==> src/rtl/uart_tx_frame.sv <==
// ---------------------------------------------------------------------------
// uart_tx_frame
//
// UART transmitter. A parallel byte is turned into a serial frame on TX_OUT:
// one start bit (0), DATA_WIDTH data bits sent LSB first, an optional parity
// bit, and one stop bit (1). Every bit lasts PRESCALE clocks. PRESCALE is the
// same clocks-per-bit value that the receive side uses.
//
// Build option:
//   UART_TX_PARITY_EN defined   - PAR_EN / PAR_TYP are used, and the PARITY
//                                 state and the parity logic are built.
//   UART_TX_PARITY_EN undefined - PAR_EN / PAR_TYP are still ports but are
//                                 ignored. DATA always goes straight to STOP.
//
// Ports:
//   CLK         in   system clock, all logic on the rising edge
//   RST         in   synchronous reset, active high
//   P_DATA      in   payload, sampled together with DATA_VALID
//   DATA_VALID  in   send request, accepted only while BUSY=0
//   PAR_EN      in   1 = add a parity bit (needs UART_TX_PARITY_EN)
//   PAR_TYP     in   0 = even parity, 1 = odd parity
//   PRESCALE    in   clocks per serial bit; values below 4 are raised to 4
//   TX_OUT      out  serial line, registered, high when idle
//   BUSY        out  high while a frame is on the line, registered
// ---------------------------------------------------------------------------
module uart_tx_frame #(
  parameter int DATA_WIDTH     = 8,
  parameter int PRESCALE_WIDTH = 6
) (
  input  logic                      CLK,
  input  logic                      RST,
  input  logic [DATA_WIDTH-1:0]     P_DATA,
  input  logic                      DATA_VALID,
  input  logic                      PAR_EN,
  input  logic                      PAR_TYP,
  input  logic [PRESCALE_WIDTH-1:0] PRESCALE,
  output logic                      TX_OUT,
  output logic                      BUSY
);

  localparam int BIT_CNT_W = (DATA_WIDTH > 1) ? $clog2(DATA_WIDTH) : 1;
  localparam logic [BIT_CNT_W-1:0]      LAST_BIT     = BIT_CNT_W'(DATA_WIDTH - 1);
  localparam logic [PRESCALE_WIDTH-1:0] MIN_PRESCALE = PRESCALE_WIDTH'(4);

  typedef enum logic [2:0] {
    ST_IDLE,
    ST_START,
    ST_DATA,
`ifdef UART_TX_PARITY_EN
    ST_PARITY,
`endif
    ST_STOP
  } state_t;

  state_t                      state_reg, state_next;
  logic [PRESCALE_WIDTH-1:0]   edge_cnt_reg, edge_cnt_next;
  logic [BIT_CNT_W-1:0]        bit_cnt_reg, bit_cnt_next;
  logic [DATA_WIDTH-1:0]       data_reg, data_next;
  logic [PRESCALE_WIDTH-1:0]   prescale_reg, prescale_next;
  logic                        tx_out_reg, tx_out_next;
  logic                        busy_reg, busy_next;
  logic                        last_edge;

`ifdef UART_TX_PARITY_EN
  logic par_en_reg, par_en_next;
  logic par_typ_reg, par_typ_next;
`else
  // Without parity support these ports have no function. This signal
  // connects them to something so that lint does not flag them.
  logic unused_par_inputs;
  assign unused_par_inputs = PAR_EN ^ PAR_TYP;
`endif

  // A bit ends on the last clock of its PRESCALE-long slot.
  assign last_edge = (edge_cnt_reg == (prescale_reg - PRESCALE_WIDTH'(1)));

  always_comb begin
    state_next    = state_reg;
    edge_cnt_next = edge_cnt_reg;
    bit_cnt_next  = bit_cnt_reg;
    data_next     = data_reg;
    prescale_next = prescale_reg;
`ifdef UART_TX_PARITY_EN
    par_en_next   = par_en_reg;
    par_typ_next  = par_typ_reg;
`endif
    tx_out_next   = 1'b1;
    busy_next     = 1'b0;

    case (state_reg)
      ST_IDLE: begin
        if (DATA_VALID) begin
          // Capture everything now, so input changes during the frame do not affect it.
          data_next     = P_DATA;
          prescale_next = (PRESCALE < MIN_PRESCALE) ? MIN_PRESCALE : PRESCALE;
`ifdef UART_TX_PARITY_EN
          par_en_next   = PAR_EN;
          par_typ_next  = PAR_TYP;
`endif
          edge_cnt_next = '0;
          bit_cnt_next  = '0;
          state_next    = ST_START;
        end
      end

      ST_START: begin
        if (last_edge) begin
          edge_cnt_next = '0;
          bit_cnt_next  = '0;
          state_next    = ST_DATA;
        end else begin
          edge_cnt_next = edge_cnt_reg + PRESCALE_WIDTH'(1);
        end
      end

      ST_DATA: begin
        if (last_edge) begin
          edge_cnt_next = '0;
          if (bit_cnt_reg == LAST_BIT) begin
            bit_cnt_next = '0;
`ifdef UART_TX_PARITY_EN
            state_next   = par_en_reg ? ST_PARITY : ST_STOP;
`else
            state_next   = ST_STOP;
`endif
          end else begin
            bit_cnt_next = bit_cnt_reg + BIT_CNT_W'(1);
          end
        end else begin
          edge_cnt_next = edge_cnt_reg + PRESCALE_WIDTH'(1);
        end
      end

`ifdef UART_TX_PARITY_EN
      ST_PARITY: begin
        if (last_edge) begin
          edge_cnt_next = '0;
          state_next    = ST_STOP;
        end else begin
          edge_cnt_next = edge_cnt_reg + PRESCALE_WIDTH'(1);
        end
      end
`endif

      ST_STOP: begin
        if (last_edge) begin
          edge_cnt_next = '0;
          state_next    = ST_IDLE;
        end else begin
          edge_cnt_next = edge_cnt_reg + PRESCALE_WIDTH'(1);
        end
      end

      default: begin
        edge_cnt_next = '0;
        bit_cnt_next  = '0;
        state_next    = ST_IDLE;
      end
    endcase

    // The line level is computed from the next state. This lets TX_OUT come
    // from a flop and still change on the same edge as the state.
    case (state_next)
      ST_START:  tx_out_next = 1'b0;
      ST_DATA:   tx_out_next = data_next[bit_cnt_next];
`ifdef UART_TX_PARITY_EN
      ST_PARITY: tx_out_next = (^data_next) ^ par_typ_next;
`endif
      default:   tx_out_next = 1'b1;
    endcase
    busy_next = (state_next != ST_IDLE);
  end

  always_ff @(posedge CLK) begin
    if (RST) begin
      state_reg    <= ST_IDLE;
      edge_cnt_reg <= '0;
      bit_cnt_reg  <= '0;
      data_reg     <= '0;
      prescale_reg <= '0;
`ifdef UART_TX_PARITY_EN
      par_en_reg   <= 1'b0;
      par_typ_reg  <= 1'b0;
`endif
      tx_out_reg   <= 1'b1;
      busy_reg     <= 1'b0;
    end else begin
      state_reg    <= state_next;
      edge_cnt_reg <= edge_cnt_next;
      bit_cnt_reg  <= bit_cnt_next;
      data_reg     <= data_next;
      prescale_reg <= prescale_next;
`ifdef UART_TX_PARITY_EN
      par_en_reg   <= par_en_next;
      par_typ_reg  <= par_typ_next;
`endif
      tx_out_reg   <= tx_out_next;
      busy_reg     <= busy_next;
    end
  end

  assign TX_OUT = tx_out_reg;
  assign BUSY   = busy_reg;

endmodule

==> config.mk <==
export PLATFORM = sky130hd
export DESIGN_NAME = uart_tx_frame
export DESIGN_NICKNAME = d
export VERILOG_FILES = /design/src/rtl/uart_tx_frame.sv
export SDC_FILE = /design/constraint.sdc
export NUM_CORES = 1
export LEC_CHECK = 0
export BUFFER_PORTS_ARGS = -buffer_cell sky130_fd_sc_hd__buf_2
export CELL_PAD_IN_SITES_DETAIL_PLACEMENT = 0
export CELL_PAD_IN_SITES_GLOBAL_PLACEMENT = 1
export CORE_MARGIN = 1
export CORE_UTILIZATION = 38
export CTS_CLUSTER_DIAMETER = 60
export DETAILED_ROUTE_END_ITERATION = 10
export PLACE_DENSITY_LB_ADDON = 0.3
export SETUP_SLACK_MARGIN = 0.1
export SKIP_CTS_REPAIR_TIMING = 1
export SYNTH_ARGS = -nofsm -noshare
export SYNTH_HDL_FRONTEND = slang
export SYNTH_SLANG_ARGS = --single-unit
==> constraint.sdc <==
create_clock -name CLK -period 2.83 [get_ports CLK]
set_input_delay 0 -clock CLK [delete_from_list [all_inputs] [get_ports CLK]]
set_output_delay 0 -clock CLK [all_outputs]
set_load 0.02 [all_outputs]
# --- Yosys cells after proc, flatten, opt, wreduce, memory -nomap -nowiden ---
# Cells that the tools add are included.
classes:
  n_addsub: 3
  magnitude_cmp: 2
  n_mux: 20
  n_reduce_logical: 4
  n_eq_ne: 8
ops:
  columns: ["cell", "n"]
  rows:
  - ["two-way mux 3 bit", 9]
  - ["case mux 3 bit (4 select lines)", 2]
  - ["two-way mux 6 bit", 3]
  - ["two-way mux 8 bit", 2]
  - ["case mux 6 bit (2 select lines)", 1]
  - ["equality test 3 x 2 -> 1 bit (second input constant)", 3]
  - ["adder 6 x 1 -> 6 bit (second input constant)", 1]
  - ["equality test 3 x 1 -> 1 bit (second input constant)", 2]
  - ["equality test 6 bit", 1]
  - ["< comparator 6 x 3 -> 1 bit (second input constant)", 1]
  - ["subtractor 6 x 1 -> 6 bit (second input constant)", 1]
  - ["< comparator 3 x 4 -> 1 bit (second input constant)", 1]
  - ["adder 3 x 1 -> 3 bit (second input constant)", 1]
  - ["binary-select mux 1 bit (select 3 bit)", 1]
  - ["equality test 3 bit (second input constant)", 1]
  - ["logical NOT 3 bit", 1]
  - ["nonzero test 3 bit", 1]
  - ["OR reduction 3 bit", 1]
  - ["inequality test 2 bit (second input constant)", 1]
  - ["case mux 1 bit (2 select lines)", 1]
  - ["AND reduction 2 bit", 1]
  - ["two-way mux 1 bit", 1]
totals:
  reg_bits: 28

# --- Longest topological paths before layout ---
logic_depth:
  ltp_word: 7
  depth_mapped: 12
  depth_no_buf: 11

# --- Worst setup path after synthesis ---
# No wires, ideal clock.
synth_path:
  kind: "reg-to-reg"
  from: "register prescale_reg[0]"
  to: "register tx_out_reg (netlist: TX_OUT)"
  path_stages_with_launch: 13
  n_path_buf: 1
  t_arrival_ns: 2.746
  synth_period_minus_slack_ns: 2.826
  path_slack_ns: 0.004
  required_ns: 2.751
  setup_ns: 0.079
  path_cell_list: "dfxtp_1 inv_1 ha_1 nor2b_1 or3_1 a31oi_4 and2_1 buf_6 mux2i_2 o211ai_4 mux2_4 o2111a_1 a211oi_2"
synth_via:
  elab_chain_cells: 7
  elab_cells_between_ends: 14
  cone_classes: "1 x add/sub; 3 x eq/ne; 10 x mux"
synth_lines:
  columns: ["element", "line_no", "text"]
  rows:
  - ["from (decl)", "59", "logic [PRESCALE_WIDTH-1:0] prescale_reg, prescale_next;"]
  - ["from (signal assigned)", "192", "prescale_reg <= prescale_next;"]
  - ["subtractor 6 x 1 -> 6 bit (*)", "75", "assign last_edge = (edge_cnt_reg == (prescale_reg - PRESCALE_WIDTH'(1)));"]
  - ["equality test 6 bit (*)", "75", null]
  - ["two-way mux 3 bit, on equally long branches", "117, 107", null]
  - ["case mux 3 bit (4 select lines)", "90", "case (state_reg)"]
  - ["binary-select mux 1 bit (select 3 bit)", "165", "ST_DATA: tx_out_next = data_next[bit_cnt_next];"]
  - ["two-way mux 1 bit (not written as such)", "165", null]
  - ["case mux 1 bit (2 select lines) (*)", "163", "case (state_next)"]
  - ["to (signal assigned)", "197", "tx_out_reg <= tx_out_next;"]
  - ["to (decl)", "60", "logic tx_out_reg, tx_out_next;"]
# Mark *: on every way between the ends. The rest lies on a longest branch, timed or not. The select of a mux whose other input is x is not followed.
# A chain may end at the register's enable or synchronous reset.

# --- Final worst setup path ---
# Ends and elaborated chain as after synthesis.

==> metrics <==
failing checks hold timing; worst r2r src prescale_reg[0]$_SDFFE_PP0P_; sw frac around a quarter; 1st-pass router iterations 4; Hold Path Sink data_reg[0]$_SDFF_PP0_; post-synthesis average cell area around 8 µm²; synthesized instance count 190; first-pass GRT wire length roughly 5700 µm; Vias/cell ~5.2; RePlAce Congestion roughly 0.83; routed via count roughly 1400; Slew @ Worst Pin approximately 0.50 ns; gr usage total between 10% and 20%; minimum clock period 2.63 ns; Worst path slowest cell dfxtp_4; largest net degree at the start of global routing 26; Slew Viols, Final 0; clock root buffer clkbuf_8; RSZ-0062 raised after global routing no; slowest stage delay, CP around 0.4 ns; Yosys cell types between 40 and 50; H-tree depth 1; final net count between 200 and 250; register-to-register path setup slack about 0.20 ns; Routed Antenna Nets 0; synthesized net count roughly 210; worst-path cell chain inv_1, ha_2, nor2b_1, or3_4, a31oi_4, and2_4, mux2i_4, o211ai_4, mux2_4, o2111a_1, a211oi_2; die area 4290 µm²; FP Rows 22; area of the multi-input gates around 920 µm²; Mapped Area roughly 1500 µm²; # clock sinks 28; async set-reset flop share out of synthesis 0%; Area Overhead vs Synth 22.8%; PwrDens 415 nW/µm²; Clk pwr share approximately 32%; Residual DRC 0; Critical Path AT ~2.8 ns; CP startpoint kind flip-flop; fmax approximately 0.38 GHz; Pint slightly below 0.6 mW; Hold Crit Depth 3; max_cap viols 0; grt total ovfl 0; Yosys reg bits 28; Setup violations, final 0; clock buffer depth 2; number of port buffers 18; FF-to-FF path depth 11; clk_skew roughly 0.0078 ns; Die W between 60 and 70 µm; Final Hold Viols 2; Synth Warn # 0; Critical Path Fanout Max 5; Die Span Y 65.5 µm; prevailing post-synth register cell dfxtp_1; clk slew on worst S/H paths 0.10 ns; average wire per standard cell 12.5 µm; critical path class flip-flop to flip-flop; layout cells sized above 1 between 10% and 20%; Hold Path Class input pin to flip-flop; Worst VDD drop about 0.00022 V; Hold Crit Start P_DATA[0]; Lkg Pwr about 0.73 nW; Detail Placement HPWL between 2000 and 2500 µm; switching power 0.194 mW; worst slack, placed around 0.11 ns; Tcrit/Tclk final between 90% and 100%; DR iter-0 viols 83; number of diodes 0; required time worst endpoint 3.03 ns; core area about 3800 µm²; Initial Util between 40% and 50%; combinational power share approximately 14%; post-synthesis sequential area ratio a little over a third; number of global-route vias before repair between 1000 and 1500; Post-synth EDFFs 0; final core occ 50.0%; # fillers around 350; Reg area between 500 and 600 µm²; status complete, but fails checks; total length of routed wires approximately 3300 µm; initial antenna violation count 0; Worst slew margin between 60 and 70%; Setup Total Neg Slack 0 ns; final worst slack 0.197 ns; crit end category flip-flop; Flop pwr share a little over half; max FFs per register 8; CTS tree done; RR Endpoint TX_OUT$_SDFF_PP1_; TritonCTS Buffers 3; io pins 21; latest clock arrival within the worst-skew pair ~0.27 ns; final hold slack -0.0280 ns
[through the flow]
| stage | hold slack, ns | cells | power, mW | area (µm²) |
|---|---|---|---|---|
| 2_1_floorplan | 0.136 | 190 | 0.495 | 1550 |
| 3_3_place_gp | 0.241 | 250 | 0.524 | 1690 |
| 3_5_place_dp | 0.251 | 250 | 0.527 | 1690 |
| 4_1_cts | -0.0430 | 254 | 0.774 | 1740 |
| 5_1_grt | 0.00411 | 268 | 0.815 | 1880 |
| 6_report | -0.0280 | 268 | 0.782 | 1880 |
[worst max-delay path: cells and delay by family (launching register included)]
family	cells	cell delay, ns
fa+ha+maj	1	0.18
compound gates	4	0.71
mux	2	0.55
simple gates	3	0.70
flops	1	0.39
buf+inv	1	0.05
[logic make-up (layout without fill, tap and decap cells)]
family	after synthesis	count (layout)	share of synthesized area [%]
AO/OA/AOI/OAI	42	42	19.1
XOR/XNOR	7	7	4.00
adder cells (fa/ha/maj)	4	4	3.26
buffers and inverters	16	46	4.49
flip-flops	28	28	36.5
multiplexers	5	5	4.00
other	1	1	0.244
AND/OR/NAND/NOR	87	87	28.4
[layout by cell type (no fill, tap or decap), types with 3 or more instances in the layout]
cell type / n
nand2_1: 30
inv_1: 6
xnor2_1: 5
clkbuf_8: 4
nor3_1: 5
buf_2: 18
o21ai_0: 3
a21oi_1: 21
buf_4: 6
nor2b_1: 7
nand3b_1: 4
nor2_1: 17
and2_1: 4
o21ai_1: 3
dlygate4sd3_1: 12
dfxtp_1: 26
ha_1: 3
or3_1: 3
nand3_1: 5
[synthesized netlist by cell type, drive strengths merged (2+ instances only)]
cell    number  area (µm²)
or3          4        25.0
nor3         5        25.0
inv          6        22.5
mux2         3        37.5
and3         2        12.5
nor2        17        63.8
o21ai        6        30.0
buf          2        16.3
nor4         2        18.8
nand2       30         113
nand3        5        25.0
a31oi        3        33.8
xor2         2        17.5
mux2i        2        23.8
o2111a       2        22.5
clkbuf       8        30.0
and2         5        31.3
a21oi       21         105
nor2b        7        43.8
ha           4        50.1
xnor2        5        43.8
nand3b       4        30.0
dfxtp       28         561
[per-layer routing]
layer | vias to the layer above | wire length, µm | GRT usage, %
met4 | 0 | 23 | 4.35
met1 | 643 | 1590 | 20.9
li1 | 719 | - | -
met5 | - | 0 | 0
met2 | 17 | 1660 | 30.0
met3 | 2 | 61 | 2.60
[worst max-delay path by stage]
stage                             end                         start  cells after the start
finish              TX_OUT$_SDFF_PP1_  prescale_reg[0]$_SDFFE_PP0P_                     11
global route        TX_OUT$_SDFF_PP1_  prescale_reg[1]$_SDFFE_PP0P_                     11
CTS                 TX_OUT$_SDFF_PP1_  prescale_reg[0]$_SDFFE_PP0P_                     11
detailed placement  TX_OUT$_SDFF_PP1_  prescale_reg[0]$_SDFFE_PP0P_                     11
global placement    TX_OUT$_SDFF_PP1_  prescale_reg[0]$_SDFFE_PP0P_                     11
floorplan           TX_OUT$_SDFF_PP1_  prescale_reg[0]$_SDFFE_PP0P_                     12
[power by group through the flow]
stage	Sequential (mW)	Combinational [mW]	Clock, mW
after floorplan	0.425	0.0702	0
after global placement	0.428	0.0962	0
after detailed placement	0.429	0.0983	0
after CTS	0.420	0.0989	0.255
after global routing	0.422	0.126	0.267
final	0.419	0.112	0.251
[layout make-up]
cell class                      instances  area share [%]
Timing Repair Buffer                   36            13.5
Multi-Input combinational cell        146            49.0
Sequential cell                        28            30.1
Tap cell                               48            3.19
Clock buffer                            4            2.92
Inverter                                6            1.20
(Power assumes the default switching activity.)
